===== src/rtl/ulpi_pkg.sv =====
// rtl/ulpi_pkg.sv - ULPI register engine types, TX CMD constants and command helper (ULPI_EXT_REG_EN widens addresses)
package ulpi_pkg;

  typedef enum logic [3:0] {
    S_PHYRST,
    S_IDLE,
    S_TXCMD,
    S_EXTADDR,
    S_WDATA,
    S_STP,
    S_RD_TA1,
    S_RD_DATA,
    S_RD_TA2
  } ulpi_state_t;

  localparam logic [1:0] REGW     = 2'b10;
  localparam logic [1:0] REGR     = 2'b11;
  localparam logic [5:0] EXT_ADDR = 6'h2F;
  localparam logic [7:0] IDLE_CMD = 8'h00;

`ifdef ULPI_EXT_REG_EN
  localparam int ADDR_W = 8;
`else
  localparam int ADDR_W = 6;
`endif

  // Addresses beyond the immediate range are redirected to the extended-address escape.
  function automatic logic [7:0] tx_cmd(input logic we, input logic [ADDR_W-1:0] addr);
    logic [5:0] a;
`ifdef ULPI_EXT_REG_EN
    a = (addr > 8'h3F) ? EXT_ADDR : addr[5:0];
`else
    a = addr;
`endif
    return {(we ? REGW : REGR), a};
  endfunction

endpackage


===== src/rtl/ulpi_reg_ctrl.sv =====
// rtl/ulpi_reg_ctrl.sv - ULPI link register read/write engine, RX CMD capture and PHY reset sequencing
// ULPI_EXT_REG_EN enables 8-bit register addresses through the EXTADDR phase.
module ulpi_reg_ctrl
  import ulpi_pkg::*;
#(
  parameter int RST_CYCLES = 600,
  parameter int CNT_W      = 10
) (
  input  logic              i_clk,
  input  logic              i_rst,
  input  logic              i_req,
  input  logic              i_we,
  input  logic [ADDR_W-1:0] i_addr,
  input  logic [7:0]        i_wdata,
  output logic              o_ack,
  output logic [7:0]        o_rdata,
  output logic              o_busy,
  output logic [7:0]        o_rxcmd,
  output logic              o_rxcmd_valid,
  input  logic [7:0]        i_ulpi_data,
  output logic [7:0]        o_ulpi_data,
  input  logic              i_ulpi_dir,
  input  logic              i_ulpi_nxt,
  output logic              o_ulpi_stp,
  output logic              o_ulpi_rst_n
);

  ulpi_state_t       state;
  logic [CNT_W-1:0]  cnt;
  logic              dir_q;
  logic              pend;
  logic              req_we;
  logic [ADDR_W-1:0] req_addr;
  logic [7:0]        req_wdata;

  always_ff @(posedge i_clk or negedge i_rst) begin
    if (!i_rst) begin
      state         <= S_PHYRST;
      cnt           <= '0;
      dir_q         <= 1'b0;
      pend          <= 1'b0;
      req_we        <= 1'b0;
      req_addr      <= '0;
      req_wdata     <= 8'h00;
      o_ack         <= 1'b0;
      o_rdata       <= 8'h00;
      o_busy        <= 1'b1;
      o_rxcmd       <= 8'h00;
      o_rxcmd_valid <= 1'b0;
      o_ulpi_data   <= IDLE_CMD;
      o_ulpi_stp    <= 1'b0;
      o_ulpi_rst_n  <= 1'b0;
    end else begin
      dir_q         <= i_ulpi_dir;
      o_ack         <= 1'b0;
      o_ulpi_stp    <= 1'b0;
      o_rxcmd_valid <= 1'b0;

      // First dir=1 cycle is bus turnaround; read data phases belong to the register read.
      if (i_ulpi_dir && dir_q && !i_ulpi_nxt && state != S_RD_TA1 && state != S_RD_DATA) begin
        o_rxcmd       <= i_ulpi_data;
        o_rxcmd_valid <= 1'b1;
      end

      case (state)
        S_PHYRST: begin
          if (!o_ulpi_rst_n) begin
            if (cnt == CNT_W'(RST_CYCLES - 1)) o_ulpi_rst_n <= 1'b1;
            else                               cnt <= cnt + 1'b1;
          end else begin
            state  <= S_IDLE;
            o_busy <= 1'b0;
          end
        end
        S_IDLE: begin
          o_ulpi_data <= IDLE_CMD;
          if (pend) begin
            if (!i_ulpi_dir) begin
              pend        <= 1'b0;
              o_ulpi_data <= tx_cmd(req_we, req_addr);
              state       <= S_TXCMD;
            end
          end else if (i_req && !o_busy) begin
            req_we    <= i_we;
            req_addr  <= i_addr;
            req_wdata <= i_wdata;
            o_busy    <= 1'b1;
            if (i_ulpi_dir) begin
              pend <= 1'b1;
            end else begin
              o_ulpi_data <= tx_cmd(i_we, i_addr);
              state       <= S_TXCMD;
            end
          end
        end
        S_TXCMD: begin
          if (i_ulpi_dir) begin
            o_ulpi_data <= IDLE_CMD;
            pend        <= 1'b1;
            state       <= S_IDLE;
          end else if (i_ulpi_nxt) begin
`ifdef ULPI_EXT_REG_EN
            if (req_addr > 8'h3F) begin
              o_ulpi_data <= req_addr;
              state       <= S_EXTADDR;
            end else
`endif
            if (req_we) begin
              o_ulpi_data <= req_wdata;
              state       <= S_WDATA;
            end else begin
              o_ulpi_data <= IDLE_CMD;
              state       <= S_RD_TA1;
            end
          end
        end
`ifdef ULPI_EXT_REG_EN
        S_EXTADDR: begin
          if (i_ulpi_dir) begin
            o_ulpi_data <= IDLE_CMD;
            pend        <= 1'b1;
            state       <= S_IDLE;
          end else if (i_ulpi_nxt) begin
            if (req_we) begin
              o_ulpi_data <= req_wdata;
              state       <= S_WDATA;
            end else begin
              o_ulpi_data <= IDLE_CMD;
              state       <= S_RD_TA1;
            end
          end
        end
`endif
        S_WDATA: begin
          if (i_ulpi_dir) begin
            o_ulpi_data <= IDLE_CMD;
            pend        <= 1'b1;
            state       <= S_IDLE;
          end else if (i_ulpi_nxt) begin
            o_ulpi_data <= IDLE_CMD;
            o_ulpi_stp  <= 1'b1;
            state       <= S_STP;
          end
        end
        S_STP: begin
          o_ack  <= 1'b1;
          o_busy <= 1'b0;
          state  <= S_IDLE;
        end
        S_RD_TA1: begin
          if (i_ulpi_dir) state <= S_RD_DATA;
        end
        S_RD_DATA: begin
          o_rdata <= i_ulpi_data;
          state   <= S_RD_TA2;
        end
        S_RD_TA2: begin
          if (!i_ulpi_dir) begin
            o_ack  <= 1'b1;
            o_busy <= 1'b0;
            state  <= S_IDLE;
          end
        end
        default: state <= S_PHYRST;
      endcase
    end
  end

endmodule


===== config.mk =====
export PLATFORM = sky130hd
export DESIGN_NAME = ulpi_reg_ctrl
export DESIGN_NICKNAME = d
export VERILOG_FILES = /design/src/rtl/ulpi_pkg.sv /design/src/rtl/ulpi_reg_ctrl.sv
export SDC_FILE = /design/constraint.sdc
export NUM_CORES = 1
export LEC_CHECK = 0
export CORE_MARGIN = 2
export CORE_UTILIZATION = 45
export DETAILED_ROUTE_END_ITERATION = 7
export GPL_TIMING_DRIVEN = 0
export PLACE_DENSITY = 0.74
export SKIP_CTS_REPAIR_TIMING = 1
export SYNTH_ARGS = -nofsm -noshare
export SYNTH_HDL_FRONTEND = slang
export SYNTH_SLANG_ARGS = --single-unit

===== constraint.sdc =====
create_clock -name i_clk -period 1.7 [get_ports i_clk]
set_input_delay 0.17 -clock i_clk [delete_from_list [all_inputs] [get_ports i_clk]]
set_output_delay 0.17 -clock i_clk [all_outputs]
set_load 0.05 [all_outputs]

==> impl_metrics.ini <==
[routing]
drt_first_iter_violations = 145
wl_mm = 6.327
final_antenna_net_count = 0
vias = 2120
post_drt_wl_per_cell_um = 15.70
drc = 1
viasPerCell = 5.261
drt_first_pass_iters = 8

[worst_setup_path]
r2r_end = req_addr[0]
cpPeakStageDelay_ps = 410
cp.required_ps = 1920
critPathArrivalTime_ps = 2070
cp-start-kind = flip-flop
crit_type = reg2reg
end_kind = flip-flop
crit_buf_inv = 2
r2r_slack_ps = -160
cp_top_family = simple AND/OR/NAND/NOR gates
cp_slowest_cell = or3_1
reg2reg_depth = 6
reg2reg_from = state[3]
path_cells = nor2_2, nand3b_1, or3_1, buf_6, buf_12, mux2_4
path_max_fanout = 10

[die]
num_io_pins = 57
die_w_um = 82.76
start_util = 0.4687
coreArea_mm2 = 0.005956
die_h_um = 82.76
die-area_mm2 = 0.006849
row_count = 28

[timing]
period_needed_ps = 1857
min_period_over_period = 1.092
slew_violations = 0
fin_skew_ps = 8.841
grt_setup_unrepaired = yes
worst_pin_slew_ps = 537.6
slew_headroom = 0.6389
holdWs_ps = 341.6
finalSetupViolations = 26
layout_setup_ws_ps = -156.8
clock.fmax_mhz = 538.6
final-hold-violation-count = 0

[synthesis]
yosys_most_used_dff = dfrtp_1
ys_seq_area_frac = 0.5383
synth_edf_count = 0
synth_top_cells_by_area = dfrtp_1 (53%), mux2_2 (6.5%), mux2_4 (4.8%), a21oi_1 (2.9%), mux2_1 (2.8%)
synth_async_sr_flop_share = 1.000
ys_seq_elements = 60
ys_warn_count = 0
syn-cell-area_mm2 = 0.002791
syn_avg_cell_area_um2 = 11.58
synth_cells = 241
ys_types = 41
synth.largest_area_cell = dfrtp_1
yosysTopAreaCellShare = 0.5289
synthesis.nets = 270

[power_and_ir_drop]
power_density_mw_per_mm2 = 913.2
leakage_uw = 0.001958
peakVddDrop_mv = 0.6237
power_uw = 3674

[run]
maxCapViolations = 0

[layout]
final_nets = 352
areaGrowthSynthToFinish_pct = 44.15
n_antenna_cell = 0
final_cell_mix = dfrtp_1 (58), clkdlybuf4s50_1 (38), dlymetal6s2s_1 (17)
fin_util = 0.6756
stdcell_count = 403
drive_gt1_frac = 0.2866
layout_commonest_cell = dfrtp_1

[cts]
cts-root-buf = clkbuf_8
ctsHtreeMaxLevel = 3
numCtsBuffers = 9
cts.clk_slew.worst_paths_ps = 70
cts_tree = done
insertion_delay_ps = 340
clk_path_buf_depth = 2
cts_sinks = 60

[global_routing]
antenna_found_initial = 0
grt_pass1_wl_mm = 9.680
grt_max_degree = 40
grt.total_usage = 0.1908
grt_pass1_vias = 1997
overflow = 0

[placed_design]
place_inst = 373
gp_congestion = 0.8114
dpl.hpwl_mm = 4.016
pre_cts_slack_ps = -518.8
port_buffers = 56

[run_status]
violations = design-rule violations, negative setup slack
status = complete, but fails checks

[worst_hold_path]
hold_path_class = in2async
-- per-layer routing --
layer  part of all wire  vias up  global-route usage
met5                  0        -                   0
met1               0.44     1039              0.2680
met4              0.014        0             0.05902
met3              0.051        8             0.05870
met2               0.49       59              0.2839
li1                   -     1014                   -
-- area by class of cell --
cell class / instances / area [um^2]
Buffer: 11 / 101.3
Fill cell: 447 / 1932
Timing Repair Buffer: 72 / 765.7
Inverter: 4 / 15.01
Sequential cell: 60 / 1504
Clock buffer: 9 / 123.9
Clock inverter: 7 / 115.1
Multi-Input combinational cell: 165 / 1305
Tap cell: 75 / 93.84
-- report_power, final --
group | internal [uW] | switching (uW) | leakage (uW)
logic | 242 | 345 | 0.00109
clock network | 968 | 565 | 0.000115
registers | 1510 | 45.2 | 0.000753
-- sequential cells by signal, summed over array words and instances, names as in the netlist --
register       count
pend               1
o_ulpi_data        8
req_addr           6
cnt               10
o_rxcmd_valid      1
req_we             1
o_ulpi_rst_n       1
o_busy             1
o_rxcmd            8
o_rdata            8
state              4
req_wdata          8
dir_q              1
o_ulpi_stp         1
o_ack              1
-- how the worst max path moves through the flow --
stage	start	endpoint	slack, ps	cells after the start
global placement	i_rst	req_wdata[4]	-1410	1
CTS	state[3]	o_rxcmd[1]	-190	5
global route	state[1]	state[1]	-210	6
floorplan	o_busy	req_addr[0]	-80	6
detailed placement	i_ulpi_dir	o_rxcmd[1]	-520	4
finish	state[3]	req_addr[0]	-160	6
-- worst register-to-register path, delay by kind of cell, from the launching register on --
family | cells | cell delay, ps
AND/OR/NAND/NOR | 3 | 760
flip-flops | 1 | 400
multiplexers | 1 | 300
buffers and inverters | 2 | 290
-- metrics by stage --
step,setup TNS [ps],instance area [um^2]
floorplan,-756.5,2819
global placement,-92750,3473
detailed placement,-9730,3488
CTS,-5410,3727
global route,-4196,4024
finish,-2411,4024
-- cells by family after synthesis --
family,after synthesis,synth area share
AOI/OAI and AO/OA,45,0.09503
xor gates and xnor gates,9,0.02824
adders and majority gates,3,0.01165
buffers and inverters,16,0.02958
DFF,60,0.5383
muxes,32,0.1412
and+or+nand+nor,76,0.1560
-- cell usage after synthesis (2+ instances only) --
| master | instances |
|---|---|
| nand4_1 | 2 |
| nor4_4 | 2 |
| nand2_1 | 16 |
| dfrtp_1 | 59 |
| a22oi_1 | 8 |
| nor2b_1 | 4 |
| clkbuf_1 | 6 |
| xor2_1 | 3 |
| nand3_1 | 7 |
| mux2_4 | 9 |
| mux2_2 | 16 |
| or2_2 | 2 |
| nor3b_1 | 4 |
| o21ai_0 | 12 |
| nor2_1 | 15 |
| maj3_1 | 2 |
| xnor2_1 | 6 |
| a21oi_1 | 16 |
| inv_1 | 4 |
| nand2b_1 | 8 |
| buf_6 | 2 |
| o21bai_1 | 2 |
| buf_2 | 3 |
| nor3_1 | 3 |
| and3_1 | 6 |
| o22ai_1 | 3 |
| mux2_1 | 7 |
Note: power is estimated with default switching activity, not from simulation.
